`src/rtl/alu_pkg.sv`:
```
// Shared decode definitions for the ALU issue stage: opcodes, funct3 codes,
// the decoded-instruction record and the decode helper.
package alu_pkg;

  localparam logic [6:0] OPC_OP    = 7'b0110011;
  localparam logic [6:0] OPC_OPIMM = 7'b0010011;

  localparam logic [2:0] F3_ADDSUB = 3'b000;
  localparam logic [2:0] F3_SLL    = 3'b001;
  localparam logic [2:0] F3_AND    = 3'b010;
  localparam logic [2:0] F3_OR     = 3'b011;
  localparam logic [2:0] F3_XOR    = 3'b100;
  localparam logic [2:0] F3_SR     = 3'b101;

  typedef struct packed {
    logic [4:0]  rs1;
    logic [4:0]  rs2;
    logic [4:0]  rd;
    logic [2:0]  funct3;
    logic        funct7;
    logic [31:0] imm;
    logic        is_r;
    logic        is_i;
    logic        legal;
  } dec_t;

  function automatic dec_t decode(input logic [31:0] instr);
    dec_t d;
    d.rs1    = instr[19:15];
    d.rs2    = instr[24:20];
    d.rd     = instr[11:7];
    d.funct3 = instr[14:12];
    d.is_r   = (instr[6:0] == OPC_OP);
    d.is_i   = (instr[6:0] == OPC_OPIMM);
    d.legal  = d.is_r || d.is_i;
    // Shift-immediates carry only a 5-bit shamt; bit 30 selects arithmetic right shift.
    if (d.is_i && (d.funct3 == F3_SLL || d.funct3 == F3_SR)) begin
      d.imm = {27'b0, instr[24:20]};
    end else begin
      d.imm = {{20{instr[31]}}, instr[31:20]};
    end
    d.funct7 = instr[30] && (d.is_r || d.funct3 == F3_SR);
    return d;
  endfunction

endpackage

```
`src/rtl/alu_regfile.sv`:
```
// 32-entry register file: two combinational read ports, one debug read port,
// one synchronous write port; x0 is hard-wired to zero.
module alu_regfile #(
  parameter int unsigned XLEN = 32
) (
  input  logic            clk_i,
  input  logic            rst_ni,
  input  logic [4:0]      rs1_addr_i,
  input  logic [4:0]      rs2_addr_i,
  input  logic [4:0]      dbg_addr_i,
  output logic [XLEN-1:0] rs1_data_o,
  output logic [XLEN-1:0] rs2_data_o,
  output logic [XLEN-1:0] dbg_data_o,
  input  logic            we_i,
  input  logic [4:0]      waddr_i,
  input  logic [XLEN-1:0] wdata_i
);

  logic [XLEN-1:0] mem_q [32];

  always_ff @(posedge clk_i or negedge rst_ni) begin
    if (!rst_ni) begin
      for (int unsigned i = 0; i < 32; i++) begin
        mem_q[i] <= '0;
      end
    end else if (we_i && waddr_i != '0) begin
      mem_q[waddr_i] <= wdata_i;
    end
  end

  always_comb begin
    rs1_data_o = (rs1_addr_i == '0) ? '0 : mem_q[rs1_addr_i];
    rs2_data_o = (rs2_addr_i == '0) ? '0 : mem_q[rs2_addr_i];
    dbg_data_o = (dbg_addr_i == '0) ? '0 : mem_q[dbg_addr_i];
  end

endmodule

```
`src/rtl/alu_issue_stage.sv`:
```
// Decode/issue stage feeding a combinational ALU (ID -> EX with writeback).
// Define ALU_FWD_EN to bypass alu_result on RAW hazards instead of stalling.
module alu_issue_stage
  import alu_pkg::*;
#(
  parameter int unsigned XLEN  = 32,
  parameter int unsigned CNT_W = 16
) (
  input  logic             clk,
  input  logic             rst_n,
  input  logic             in_valid,
  output logic             in_ready,
  input  logic [31:0]      in_instr,
  output logic [XLEN-1:0]  alu_operand_a,
  output logic [XLEN-1:0]  alu_operand_b,
  output logic [2:0]       alu_funct3,
  output logic             alu_funct7,
  input  logic [XLEN-1:0]  alu_result,
  output logic             ex_valid,
  output logic [4:0]       ex_rd,
  output logic             illegal,
  output logic [CNT_W-1:0] retired,
  input  logic [4:0]       dbg_addr,
  output logic [XLEN-1:0]  dbg_data
);

  dec_t            dec;
  logic [XLEN-1:0] rs1_data, rs2_data, imm_x;
  logic            haz_a, haz_b, fire, wb_en;

  logic             ex_valid_q, ex_valid_d;
  logic [4:0]       ex_rd_q, ex_rd_d;
  logic [XLEN-1:0]  op_a_q, op_a_d, op_b_q, op_b_d;
  logic [2:0]       f3_q, f3_d;
  logic             f7_q, f7_d;
  logic             illegal_q, illegal_d;
  logic [CNT_W-1:0] retired_q, retired_d;

  assign wb_en = ex_valid_q && (ex_rd_q != '0);

  alu_regfile #(.XLEN(XLEN)) u_regfile (
    .clk_i      (clk),
    .rst_ni     (rst_n),
    .rs1_addr_i (dec.rs1),
    .rs2_addr_i (dec.rs2),
    .dbg_addr_i (dbg_addr),
    .rs1_data_o (rs1_data),
    .rs2_data_o (rs2_data),
    .dbg_data_o (dbg_data),
    .we_i       (wb_en),
    .waddr_i    (ex_rd_q),
    .wdata_i    (alu_result)
  );

  always_comb begin
    dec   = decode(in_instr);
    imm_x = XLEN'($signed(dec.imm));
    haz_a = dec.legal && wb_en && (ex_rd_q == dec.rs1);
    haz_b = dec.is_r && wb_en && (ex_rd_q == dec.rs2);

    ex_valid_d = 1'b0;
    ex_rd_d    = '0;
    op_a_d     = '0;
    op_b_d     = '0;
    f3_d       = '0;
    f7_d       = 1'b0;
    retired_d  = retired_q + CNT_W'(ex_valid_q);

`ifdef ALU_FWD_EN
    in_ready = 1'b1;
`else
    in_ready = !(haz_a || haz_b);
`endif
    fire      = in_valid && in_ready;
    illegal_d = fire && !dec.legal;

    if (fire && dec.legal) begin
      ex_valid_d = 1'b1;
      ex_rd_d    = dec.rd;
      f3_d       = dec.funct3;
      f7_d       = dec.funct7;
`ifdef ALU_FWD_EN
      // EX result has not reached the regfile yet; take it straight from the ALU.
      op_a_d = haz_a ? alu_result : rs1_data;
      op_b_d = dec.is_i ? imm_x : (haz_b ? alu_result : rs2_data);
`else
      op_a_d = rs1_data;
      op_b_d = dec.is_i ? imm_x : rs2_data;
`endif
    end
  end

  always_ff @(posedge clk or negedge rst_n) begin
    if (!rst_n) begin
      ex_valid_q <= 1'b0;
      ex_rd_q    <= '0;
      op_a_q     <= '0;
      op_b_q     <= '0;
      f3_q       <= '0;
      f7_q       <= 1'b0;
      illegal_q  <= 1'b0;
      retired_q  <= '0;
    end else begin
      ex_valid_q <= ex_valid_d;
      ex_rd_q    <= ex_rd_d;
      op_a_q     <= op_a_d;
      op_b_q     <= op_b_d;
      f3_q       <= f3_d;
      f7_q       <= f7_d;
      illegal_q  <= illegal_d;
      retired_q  <= retired_d;
    end
  end

  assign alu_operand_a = op_a_q;
  assign alu_operand_b = op_b_q;
  assign alu_funct3    = f3_q;
  assign alu_funct7    = f7_q;
  assign ex_valid      = ex_valid_q;
  assign ex_rd         = ex_rd_q;
  assign illegal       = illegal_q;
  assign retired       = retired_q;

endmodule

```
`config.mk`:
```
export PLATFORM = sky130hd
export DESIGN_NAME = alu_issue_stage
export DESIGN_NICKNAME = d
export VERILOG_FILES = /design/src/rtl/alu_pkg.sv /design/src/rtl/alu_regfile.sv /design/src/rtl/alu_issue_stage.sv
export SDC_FILE = /design/constraint.sdc
export NUM_CORES = 2
export LEC_CHECK = 0
export CAP_MARGIN = 40
export CORE_MARGIN = 2
export CORE_UTILIZATION = 55
export CTS_CLUSTER_DIAMETER = 30
export CTS_CLUSTER_SIZE = 40
export DETAILED_ROUTE_END_ITERATION = 12
export PLACE_DENSITY = 0.81
export SLEW_MARGIN = 25
export SYNTH_ARGS = -nofsm -noshare
export SYNTH_HDL_FRONTEND = slang
export SYNTH_SLANG_ARGS = --single-unit
```
`constraint.sdc`:
```
create_clock -name clk -period 5 [get_ports clk]
set_input_delay 1 -clock clk [delete_from_list [all_inputs] [get_ports clk]]
set_output_delay 1 -clock clk [all_outputs]
set_load 0.01 [all_outputs]
```
==> flow_results.org <==
** Global routing
- Entering global routing, the biggest net connects 113 pins.
- Across every metal layer, demand over resource in global routing totals 0.355.
- After global routing the overflow that remains totals 0.
- The initial antenna violation count came to 16.
- Global-route wire length before repair :: 315000 um
- The via count of the first global-routing pass was 46700.

** STA
- At the pin with the least slew margin, the transition time is 985 ps.
- Final Critical Period :: 4640 ps
- In this run the tightest slew margin relative to its limit is 0.343.
- Summed over all failing endpoints, the final setup total negative slack is 0 ps.
- The count of final hold-check violations came to 0.
- Setup repair after global routing missed its margin :: false
- Final setup violation count :: 0
- Final worst path period share :: 0.928
- Setup Skew :: 38.9 ps
- Based on the critical path, the design can be clocked at up to 0.215 GHz.
- The max-slew violation count was 0.

** Logic synthesis
- Of the post-synthesis cell area, the dominant cell type holds 0.427.
- Post-Syn Area per Cell :: 15.7 um^2
- After technology mapping, the gate count stands at 4151.
- Nets in the synthesized netlist :: 4225
- Cell types occupying the most area after synthesis :: sky130_fd_sc_hd__dfrtp_1, sky130_fd_sc_hd__mux4_2, sky130_fd_sc_hd__mux2_2
- Yosys cell types :: 56
- The synthesized design spends more area on one cell type than any other, namely sky130_fd_sc_hd__dfrtp_1.
- In this run, synthesis inferred 0 flip-flops with an integrated enable.
- Yosys Warn Count :: 0
- After synthesis the cells add up to 65300 um^2.
- Of the synthesized area, sequential elements account for 0.427.
- Most used DFF post-synth :: sky130_fd_sc_hd__dfrtp_1
- FF+latch count, synth :: 1115
- Of all flip-flops after synthesis, the portion carrying an async set or reset was 1.00.

** Final layout
- Compared with the post-synthesis result, the final layout area differs by 19.5%.
- The layout has 7445 filler cells.
- Measured on the finished design, the core utilization comes to 0.662.
- Count of placed standard cells in the final layout, fillers left out :: 6011
- Layout cells sized above 1 :: 0.573
- The final layout contains 4351 nets.

** Power and ir drop
- The share of total power dissipated in the clock network is 0.574.
- Dividing total power by cell area gives a power density of 353 nW/um^2.
- Total power for the finished layout comes to 27.6 mW.
- Static leakage power :: 33.0 nW
- Of the total power, the share spent switching nets is 0.249.
- Across the VDD grid, the largest voltage drop is 0.000386 V.
- Cell Int Power :: 20.7 mW
- The share of total power dissipated in combinational logic is 0.086.
- In this run the power spent charging and discharging nets is 6.85 mW.
- Of the total power, registers draw 0.340.

** Clock network
- At the later pin of the worst-skew pair, clock insertion delay measures 840 ps.
- The tree built by TritonCTS fans out to 1115 sinks.
- Maximum level of the CTS H-tree :: 4
- Hold repair after CTS inserted 0 buffers.
- Quantity of gates resized following cts :: 0
- TritonCTS built the clock tree.
- Buffers added to address setup during post-CTS repair amount to 0.
- Counting the buffers created by CTS gives 226.
- Max Buffers Root-to-Sink :: 3
- In this run the clock root is driven by a sky130_fd_sc_hd__clkbuf_16.
- Clock-pin slew was measured on the worst setup and hold paths at 40 ps.

** Route
- Summed over all layers, the routed wires come to 213000 um.
- Vias :: 45600
- Count of routing violations after the opening detailed-route iteration :: 6519
- For this run, design rule violations remaining after detail routing come to 0.
- After detailed routing, the number of vias per cell comes to 7.59.
- In the final routed layout, each cell accounts on average for 35.5 um.
- Antenna-violating nets left :: 0
- DR pass1 iterations :: 6

** Worst setup path
- STA classifies the critical path endpoint as an output port.
- Series of cell instances along the critical path :: buf_8, buf_12, buf_12, mux4_2, mux4_2, nand2_1, o21ai_0, clkdlybuf4s50_1
- The worst register-to-register path begins at ex_rd[1].
- Data on the critical path is required at its endpoint by 4000 ps.
- Kind of critical path :: in -> out
- The largest individual stage delay along the critical path comes from the cell sky130_fd_sc_hd__clkdlybuf4s50_1.
- Endpoint of the lowest-slack register-to-register path :: alu_operand_b[15]
- Peak per-stage delay on the critical path :: 540 ps
- Crit path DAT :: 3640 ps
- Count of cells along the worst register-to-register path :: 6
- Along the worst path, the maximum fanout reaches 27.
- The critical path starts at dbg_addr[0].
- Crit start category :: primary input
- Worst reg2reg setup slack :: 1650 ps

** Run
- The tool flagged a number of max-cap violations equal to 0.

** Placement
- Detailed placement finished with a half-perimeter wire length of 126000 um.
- Inst Count DP :: 5583
- The congestion estimate from routability-driven global placement came to 0.880.
- Port buffer count :: 195

** Floorplanning
- In this run the count of I/O pins placed on the die edge is 196.
- Die footprint :: 122000 um^2
- In this run the core area contains 126 standard-cell rows.
- Measured along the x axis, the die boundary spans 349 um.
- The core region is 118000 um^2.
- For this configuration, the core starts out at a cell density of 0.554.
- Vert. Die Dim :: 349 um

** Status
- Run status :: complete, no violations

** Min path
- Class of the tightest hold or removal check :: in -> async
-- worst max path at each step --
| stage | endpoint | slack, ps | cells after the start |
|---|---|---|---|
| final | dbg_data[29] | 360 | 8 |
| after global routing | dbg_data[29] | 250 | 8 |
| after CTS | dbg_data[29] | 390 | 8 |
| after detailed placement | dbg_data[29] | 380 | 8 |
| after global placement | dbg_data[29] | 370 | 8 |
| after floorplan | dbg_data[21] | 1170 | 7 |
-- critical path: cells and delay by family --
kind / cells / cell delay, ps
AND/OR/NAND/NOR: 1 / 100
AO/OA/AOI/OAI: 1 / 200
multiplexers: 2 / 1000
buffers and inverters: 4 / 1290
-- flip-flops by register name, summed over array words and instances (netlist names) --
signal / flops
ex_valid: 1
alu_operand_a: 32
alu_operand_b: 32
alu_funct3: 3
ex_rd: 5
illegal: 1
u_regfile.mem_q: 1024
alu_funct7: 1
retired: 16
-- per-stage QoR --
stage               setup slack [ps]  hold WS, ps  cell area [um^2]
global route                     247          291             78100
detailed placement               378          394             69900
CTS                              392          249             78000
floorplan                       1170          441             65300
global placement                 374          386             69000
finish                           359          247             78100
-- metal layers --
layer  wire, um  vias up  GRT usage
li1           -    16900          -
met3      28900      950      0.127
met5        119        -          0
met2      96100     3843      0.514
met4      14100       20      0.212
met1      73900    23900      0.463
-- logic make-up after synthesis --
kind of cell	after synthesis	share of synthesized area
xor+xnor	24	0.00322
mux	1959	0.485
compound gates	283	0.0282
flops	1115	0.427
buf+inv	535	0.0359
simple gates	233	0.0204
fa+ha+maj	2	0.000383
-- power groups by stage --
stage,Clock (mW),Combinational (mW),Sequential [mW]
after floorplan,0,1.46,9.45
after global placement,0,2.23,9.49
after detailed placement,0,2.31,9.50
after CTS,15.9,2.33,9.37
after global routing,16.4,2.47,9.39
final,15.8,2.36,9.38
-- cells in the mapped netlist (17+ instances only) --
| library cell | number |
|---|---|
| sky130_fd_sc_hd__buf_6 | 19 |
| sky130_fd_sc_hd__o211ai_1 | 22 |
| sky130_fd_sc_hd__nor3_2 | 31 |
| sky130_fd_sc_hd__dfrtp_1 | 1115 |
| sky130_fd_sc_hd__clkbuf_1 | 286 |
| sky130_fd_sc_hd__mux2i_1 | 101 |
| sky130_fd_sc_hd__a21oi_1 | 86 |
| sky130_fd_sc_hd__mux2_2 | 991 |
| sky130_fd_sc_hd__nand2_1 | 65 |
| sky130_fd_sc_hd__inv_1 | 37 |
| sky130_fd_sc_hd__o22ai_1 | 37 |
| sky130_fd_sc_hd__nor2_1 | 34 |
| sky130_fd_sc_hd__o21a_1 | 21 |
| sky130_fd_sc_hd__buf_4 | 17 |
| sky130_fd_sc_hd__buf_2 | 102 |
| sky130_fd_sc_hd__o21ai_0 | 34 |
| sky130_fd_sc_hd__a22oi_1 | 44 |
| sky130_fd_sc_hd__mux4_2 | 863 |
| sky130_fd_sc_hd__buf_1 | 73 |
| sky130_fd_sc_hd__and3_1 | 28 |
-- cell type report --
class	instances	area (um^2)	share of cell area
Multi-Input combinational cell	2501	35300	0.453
Inverter	38	143	0.00183
Timing Repair Buffer	395	4650	0.0596
Antenna cell	5	12.5	0.000160
Clock buffer	277	6230	0.0798
Sequential cell	1115	27900	0.357
Tap cell	1536	1920	0.0246
Clock inverter	144	1870	0.0239
-- cell usage in the layout (no fill, tap or decap), types with 9 or more instances in the layout --
| master | count |
|---|---|
| sky130_fd_sc_hd__dfrtp_1 | 1115 |
| sky130_fd_sc_hd__mux2_2 | 991 |
| sky130_fd_sc_hd__mux4_2 | 863 |
| sky130_fd_sc_hd__clkbuf_16 | 228 |
| sky130_fd_sc_hd__clkdlybuf4s50_1 | 179 |
| sky130_fd_sc_hd__mux2i_1 | 101 |
| sky130_fd_sc_hd__buf_4 | 96 |
| sky130_fd_sc_hd__a21oi_1 | 86 |
| sky130_fd_sc_hd__buf_12 | 58 |
| sky130_fd_sc_hd__nand2_1 | 53 |
| sky130_fd_sc_hd__a22oi_1 | 44 |
| sky130_fd_sc_hd__inv_6 | 40 |
| sky130_fd_sc_hd__inv_1 | 37 |
| sky130_fd_sc_hd__o22ai_1 | 37 |
| sky130_fd_sc_hd__clkbuf_8 | 35 |
| sky130_fd_sc_hd__o21ai_0 | 34 |
| sky130_fd_sc_hd__nor3_2 | 31 |
| sky130_fd_sc_hd__bufinv_16 | 29 |
| sky130_fd_sc_hd__and3_1 | 28 |
| sky130_fd_sc_hd__clkinv_4 | 23 |
| sky130_fd_sc_hd__o211ai_1 | 22 |
| sky130_fd_sc_hd__o21a_1 | 21 |
| sky130_fd_sc_hd__clkinv_2 | 21 |
| sky130_fd_sc_hd__buf_8 | 21 |
| sky130_fd_sc_hd__buf_6 | 21 |
| sky130_fd_sc_hd__nor2_4 | 19 |
| sky130_fd_sc_hd__clkinvlp_4 | 19 |
| sky130_fd_sc_hd__xnor2_1 | 16 |
| sky130_fd_sc_hd__nor2_1 | 15 |
| sky130_fd_sc_hd__and2_1 | 15 |
| sky130_fd_sc_hd__clkbuf_1 | 15 |
| sky130_fd_sc_hd__buf_16 | 14 |
| sky130_fd_sc_hd__nand2_2 | 11 |
| sky130_fd_sc_hd__nand3_1 | 9 |
| sky130_fd_sc_hd__nor3_1 | 9 |
Note: power is estimated with default switching activity, not from simulation.
